$ cat src/rtl/led_pkg.sv
// led_pkg: mode encoding, reset defaults and parameter legality check for led_blink_array.
package led_pkg;
  typedef enum logic [1:0] {MODE_OFF, MODE_ON, MODE_BLINK, MODE_FLASH} led_mode_t;
  localparam led_mode_t RST_MODE = MODE_BLINK;
  localparam logic RST_PHASE = 1'b1;
  function automatic bit params_ok(input int clk_hz, input int tick_hz, input int n_ch);
    return tick_hz > 0 && clk_hz % tick_hz == 0 && clk_hz / tick_hz >= 2 && n_ch >= 1 && n_ch <= 16;
  endfunction
endpackage

$ cat src/rtl/led_blink_array_if.sv
// led_blink_array_if: channel configuration write and sync strobe bus.
interface led_blink_array_if #(parameter int HP_W = 16);
  logic cfg_we;
  logic [3:0] cfg_ch;
  logic [1:0] cfg_mode;
  logic [HP_W-1:0] cfg_half;
  logic sync_all;
  modport master(output cfg_we, cfg_ch, cfg_mode, cfg_half, sync_all);
  modport slave(input cfg_we, cfg_ch, cfg_mode, cfg_half, sync_all);
endinterface

$ cat src/rtl/led_channel.sv
// led_channel: one LED with its own mode, half-period, tick counter and phase.
module led_channel
  import led_pkg::*;
#(
  parameter int HP_W = 16,
  parameter int RST_HALF = 1000
) (
  input logic clk,
  input logic rst,
  input logic tick,
  input logic wr,
  input logic sync,
  input led_mode_t mode_in,
  input logic [HP_W-1:0] half_in,
  output logic led
);
  led_mode_t mode, mode_n;
  logic [HP_W-1:0] half, half_n, cnt, cnt_n;
  logic phase, phase_n, run, last, restart, led_n;
  always_comb begin
    run = mode == MODE_BLINK || mode == MODE_FLASH;
    last = cnt == ((half == '0) ? '0 : half - 1'b1);
    restart = wr || sync || !run;
    mode_n = wr ? mode_in : mode;
    half_n = wr ? half_in : half;
    cnt_n = restart ? '0 : tick ? (last ? '0 : cnt + 1'b1) : cnt;
    phase_n = restart ? RST_PHASE : (tick && last) ? ~phase : phase;
    // LED is computed from the next state so a write or sync shows right after its edge
    led_n = (mode_n == MODE_ON) | (phase_n & ((mode_n == MODE_BLINK) | ((mode_n == MODE_FLASH) & (cnt_n == '0))));
  end
  always_ff @(posedge clk or posedge rst)
    if (rst) begin
      mode <= RST_MODE;
      half <= HP_W'(RST_HALF);
      cnt <= '0;
      phase <= RST_PHASE;
      led <= 1'b1;
    end else begin
      mode <= mode_n;
      half <= half_n;
      cnt <= cnt_n;
      phase <= phase_n;
      led <= led_n;
    end
endmodule

$ cat src/rtl/led_blink_array.sv
// led_blink_array: shared prescaler driving N_CH independently configured LED channels.
module led_blink_array
  import led_pkg::*;
#(
  parameter int CLK_HZ = 50_000_000,
  parameter int TICK_HZ = 1000,
  parameter int N_CH = 4,
  parameter int HP_W = 16,
  parameter int RST_HALF = 1000
) (
  input logic CLOCK_50,
  input logic RESET,
  led_blink_array_if.slave cfg,
  output logic [N_CH-1:0] LEDG,
  output logic tick
);
  localparam int DIV = CLK_HZ / TICK_HZ;
  localparam int PW = $clog2(DIV);
  if (!params_ok(CLK_HZ, TICK_HZ, N_CH)) begin : g_bad_params
    $error("led_blink_array: CLK_HZ must be a multiple of TICK_HZ, DIV >= 2, N_CH in 1..16");
  end
  logic [PW-1:0] pre;
  assign tick = pre == PW'(DIV - 1);
  always_ff @(posedge CLOCK_50 or posedge RESET)
    if (RESET) pre <= '0;
    else pre <= tick ? '0 : pre + 1'b1;
  for (genvar c = 0; c < N_CH; c++) begin : g_ch
    led_channel #(.HP_W(HP_W), .RST_HALF(RST_HALF)) u_ch (
      .clk(CLOCK_50),
      .rst(RESET),
      .tick(tick),
      .wr(cfg.cfg_we && cfg.cfg_ch == 4'(c)),
      .sync(cfg.sync_all),
      .mode_in(led_mode_t'(cfg.cfg_mode)),
      .half_in(cfg.cfg_half),
      .led(LEDG[c])
    );
  end
endmodule

$ cat src/flat_wrapper.sv
// flat-port wrapper written by rule: the top's interface ports become plain ports
module led_blink_array_flat import led_pkg::*;
#(
  parameter int CLK_HZ = 50_000_000,
  parameter int TICK_HZ = 1000,
  parameter int N_CH = 4,
  parameter int HP_W = 16,
  parameter int RST_HALF = 1000
)
  (CLOCK_50, RESET, LEDG, tick, cfg_cfg_we, cfg_cfg_ch, cfg_cfg_mode, cfg_cfg_half, cfg_sync_all);
  led_blink_array_if #(.HP_W(HP_W)) cfg_i ();
  input logic CLOCK_50;
  input logic RESET;
  output logic [N_CH-1:0] LEDG;
  output logic tick;
  input wire logic [$bits(cfg_i.cfg_we)-1:0] cfg_cfg_we;
  input wire logic [$bits(cfg_i.cfg_ch)-1:0] cfg_cfg_ch;
  input wire logic [$bits(cfg_i.cfg_mode)-1:0] cfg_cfg_mode;
  input wire logic [$bits(cfg_i.cfg_half)-1:0] cfg_cfg_half;
  input wire logic [$bits(cfg_i.sync_all)-1:0] cfg_sync_all;
  assign cfg_i.cfg_we = cfg_cfg_we;
  assign cfg_i.cfg_ch = cfg_cfg_ch;
  assign cfg_i.cfg_mode = cfg_cfg_mode;
  assign cfg_i.cfg_half = cfg_cfg_half;
  assign cfg_i.sync_all = cfg_sync_all;
  led_blink_array #(.CLK_HZ(CLK_HZ), .TICK_HZ(TICK_HZ), .N_CH(N_CH), .HP_W(HP_W), .RST_HALF(RST_HALF)) u_core (.CLOCK_50(CLOCK_50), .RESET(RESET), .cfg(cfg_i), .LEDG(LEDG), .tick(tick));
endmodule
$ cat config.mk
export PLATFORM = sky130hd
export DESIGN_NAME = led_blink_array_flat
export DESIGN_NICKNAME = d
export VERILOG_FILES = /design/src/rtl/led_pkg.sv /design/src/rtl/led_blink_array_if.sv /design/src/rtl/led_channel.sv /design/src/rtl/led_blink_array.sv /design/src/flat_wrapper.sv
export SDC_FILE = /design/constraint.sdc
export NUM_CORES = 1
export LEC_CHECK = 0
export BUFFER_PORTS_ARGS = -buffer_cell sky130_fd_sc_hd__buf_2
export CORE_MARGIN = 2
export CORE_UTILIZATION = 40
export CTS_CLUSTER_DIAMETER = 80
export DETAILED_ROUTE_END_ITERATION = 10
export PLACE_DENSITY = 0.62
export SLEW_MARGIN = 10
export SYNTH_ARGS = -nofsm -noshare
export SYNTH_HDL_FRONTEND = slang
export SYNTH_SLANG_ARGS = --single-unit
$ cat constraint.sdc
create_clock -name CLOCK_50 -period 6.3 [get_ports CLOCK_50]
set_input_delay 0.315 -clock CLOCK_50 [delete_from_list [all_inputs] [get_ports CLOCK_50]]
set_output_delay 0.315 -clock CLOCK_50 [all_outputs]
set_load 0.005 [all_outputs]
==> impl_metrics.yaml <==
outcome:
  status: "complete, no violations"
clock_network:
  cts_tree: "done"
  postCtsSetupBuffers: 0
  clockBufferDepth: 2
  cts_root_buf: "clkbuf_16"
  cts_hold_buf: 0
  numCtsBuffers: 17
  ctsResizeCount: 0
  path_clk_slew_ps: 70
  htreeDepth: 4
  clk_latency_ps: 430
  cts.sinks: 160
flow_run:
  cap_violations: 0
global_routing:
  grt_pass1_wl_um: 44390
  gr-total-overflow: 0
  grt_pass1_vias: 8512
  grt_use_total_pct: 19.14
  antenna_found_initial: 0
  grt_max_degree: 82
layout:
  final_cells: 1549
  final_util_pct: 44.24
  layout_common_cells: "dfrtp_1, nor2_1, nand2_1, xnor2_1"
  layout.nets: 1230
  drive_above_1_share_pct: 16.06
  final_common_cell: "dfrtp_1"
  insertedDiodeCount: 0
  area_delta_synth_final_pct: 8.706
timing:
  tightest_slew_ps: 1016
  final.setup.tns_ps: 0
  rsz0062_at_grt: "no"
  fin_skew_ps: 8.922
  maxSlewViolCount: 0
  fmax_mhz: 256.5
  fin_crit_sh_pct: 61.89
  fin_hold_ws_ps: 6.397
  period_minus_slack_ps: 3899
  hold_viol: 0
  slew_headroom_pct: 32.29
  setup_viol: 0
worst_hold_path:
  hold_path.class: "in2async"
synthesis:
  synth_warnings: 0
  synth_area_um2: 10940
  synthCells: 1218
  ys.flop_type: "dfrtp_1"
  syn_area_per_cell_um2: 8.979
  synth_seq_cells: 160
  syn_nets: 1253
  ys_seq_area_share_pct: 37.02
  ys_async_sr_fraction_pct: 100.0
  synth-edff-count: 0
  yosysUniqueCellTypes: 87
critical_path:
  critPathLaunch: "u_core.g_ch[2].u_ch.half[0]$_DFFE_PP0P_"
  required_ps: 6660
  crit_path_end_kind: "flop"
  path_max_fanout: 16
  critPathArrivalTime_ps: 4260
  r2r-start: "u_core.g_ch[2].u_ch.half[0]$_DFFE_PP0P_"
  critPathKind: "reg2reg"
  crit_path_start_kind: "flop"
placed_design:
  place_congestion: 0.8639
  portBuffers: 30
  dpl.hpwl_um: 18800
  placed_cells: 1517
route:
  drcViolationCount: 0
  wirelength_um: 26270
  dr.first_iter.drc_count: 733
  viasPerCell: 5.763
  post_drt_wl_per_cell_um: 16.96
  dr_total_vias: 8927
  dr.pass1.iters: 5
  detail-route-antenna-nets: 0
die:
  ios: 31
  die_h_um: 169.4
  rows: 60
  core_um2: 26880
  die-area_um2: 28680
  start_util_pct: 40.69
  die_w_um: 169.4
power:
  p_leak_nw: 4.567
  p_seq_share_pct: 41.9
  peakVddDrop_v: 0.0001713
  internal_power_mw: 2.233
  p_per_area_nw_per_um2: 272.8
  switching_share_pct: 31.16
  switching_power_mw: 1.011
  combPwrFrac_pct: 22.5
  clkPwrFrac_pct: 35.5
[flip-flops by register name, summed over array words and instances, names as in the netlist]
| register | count |
|---|---|
| u_core.pre | 16 |
| u_core.g_ch.u_ch.cnt | 64 |
| u_core.g_ch.u_ch.half | 64 |
| u_core.g_ch.u_ch.led | 4 |
| u_core.g_ch.u_ch.mode | 8 |
| u_core.g_ch.u_ch.phase | 4 |
[cell usage after synthesis, drive strengths merged (10+ instances only)]
library cell,instances,share of area (%)
buf,26,1.3
nor2,123,4.2
nand2,82,2.9
or4,11,0.86
nand2b,14,0.80
nand4,30,1.7
and2,11,0.63
nand3,52,2.4
and3,31,1.8
nor3,42,2.0
dfstp,36,8.6
inv,45,1.5
xnor2,77,6.2
mux2i,21,1.9
o21ai,37,1.8
a21oi,38,1.7
or3,17,0.97
dfrtp,124,28
mux2,61,6.3
a31oi,11,0.63
xor2,61,4.9
nor2b,10,0.57
nor4,41,3.0
clkbuf,53,1.8
nor3b,10,0.73
[critical path: stages, from the launching register on]
cell and delay, ps:
dfrtp_1 440, inv_1 100, ha_1 280, nor4b_1 700, nand4_1 310, nor3_1 270
a211oi_1 80, a2111o_1 390, or4_4 560, o21ai_4 410, o41ai_1 160, a21oi_1 140
[final timing paths]
| check | end | slack, ps | depth (start not counted) |
|---|---|---|---|
| min reg2reg | u_core.pre[10]$_DFF_PP0_ | 500 | 1 |
| min | u_core.g_ch[0].u_ch.cnt[3]$_DFF_PP0_ | 6 | 2 |
| max reg2reg | u_core.g_ch[2].u_ch.led$_DFF_PP1_ | 2400 | 11 |
| max | u_core.g_ch[2].u_ch.led$_DFF_PP1_ | 2400 | 11 |
| min in group CLOCK_50 | u_core.g_ch[0].u_ch.half[6]$_DFFE_PP1P_ | 170 | 3 |
| max in group asynchronous | u_core.g_ch[1].u_ch.cnt[3]$_DFF_PP0_ | 4770 | 3 |
[cell type report]
cell class	instances	area (um^2)
inverters	45	173.9
fillers	2611	14990
clock buffers	18	439.2
flip-flops and latches	160	4049
multi-input cells	934	6385
repair buffers	37	202.7
well taps	341	426.7
clock inverters	14	212.7
[through the flow]
stage / setup slack [ps] / total power, mW / area [um^2]
3_3_place_gp: 2569 / 2.091 / 11240
2_1_floorplan: 1725 / 1.932 / 10940
6_report: 2401 / 3.244 / 11890
3_5_place_dp: 2472 / 2.102 / 11240
5_1_grt: 2067 / 3.426 / 11890
4_1_cts: 2407 / 3.267 / 11890
[cell families after synthesis]
logic type,synth area share (%)
simple gates,25.83
compound gates,12.00
flops,37.02
xor+xnor,11.27
buf+inv,4.645
mux,8.203
fa+ha+maj,1.030
[metal layers]
layer  part of all wire [%]  GRT usage [%]  routed length, um  vias to the layer above
met5                      0              0                  0                        -
met4                    1.4          5.574                375                        0
met3                    4.0          3.218               1063                       28
met2                     44          29.02              11680                      178
met1                     50          28.05              13150                     4364
li1                       -              -                  -                     4357
[power groups by stage]
stage	logic (mW)	registers (mW)	clock network [mW]
after floorplan	0.642	1.29	0
after global placement	0.719	1.37	0
after detailed placement	0.726	1.38	0
after CTS	0.732	1.36	1.18
after global routing	0.821	1.38	1.22
final	0.731	1.36	1.15
Note: power is estimated with default switching activity, not from simulation.
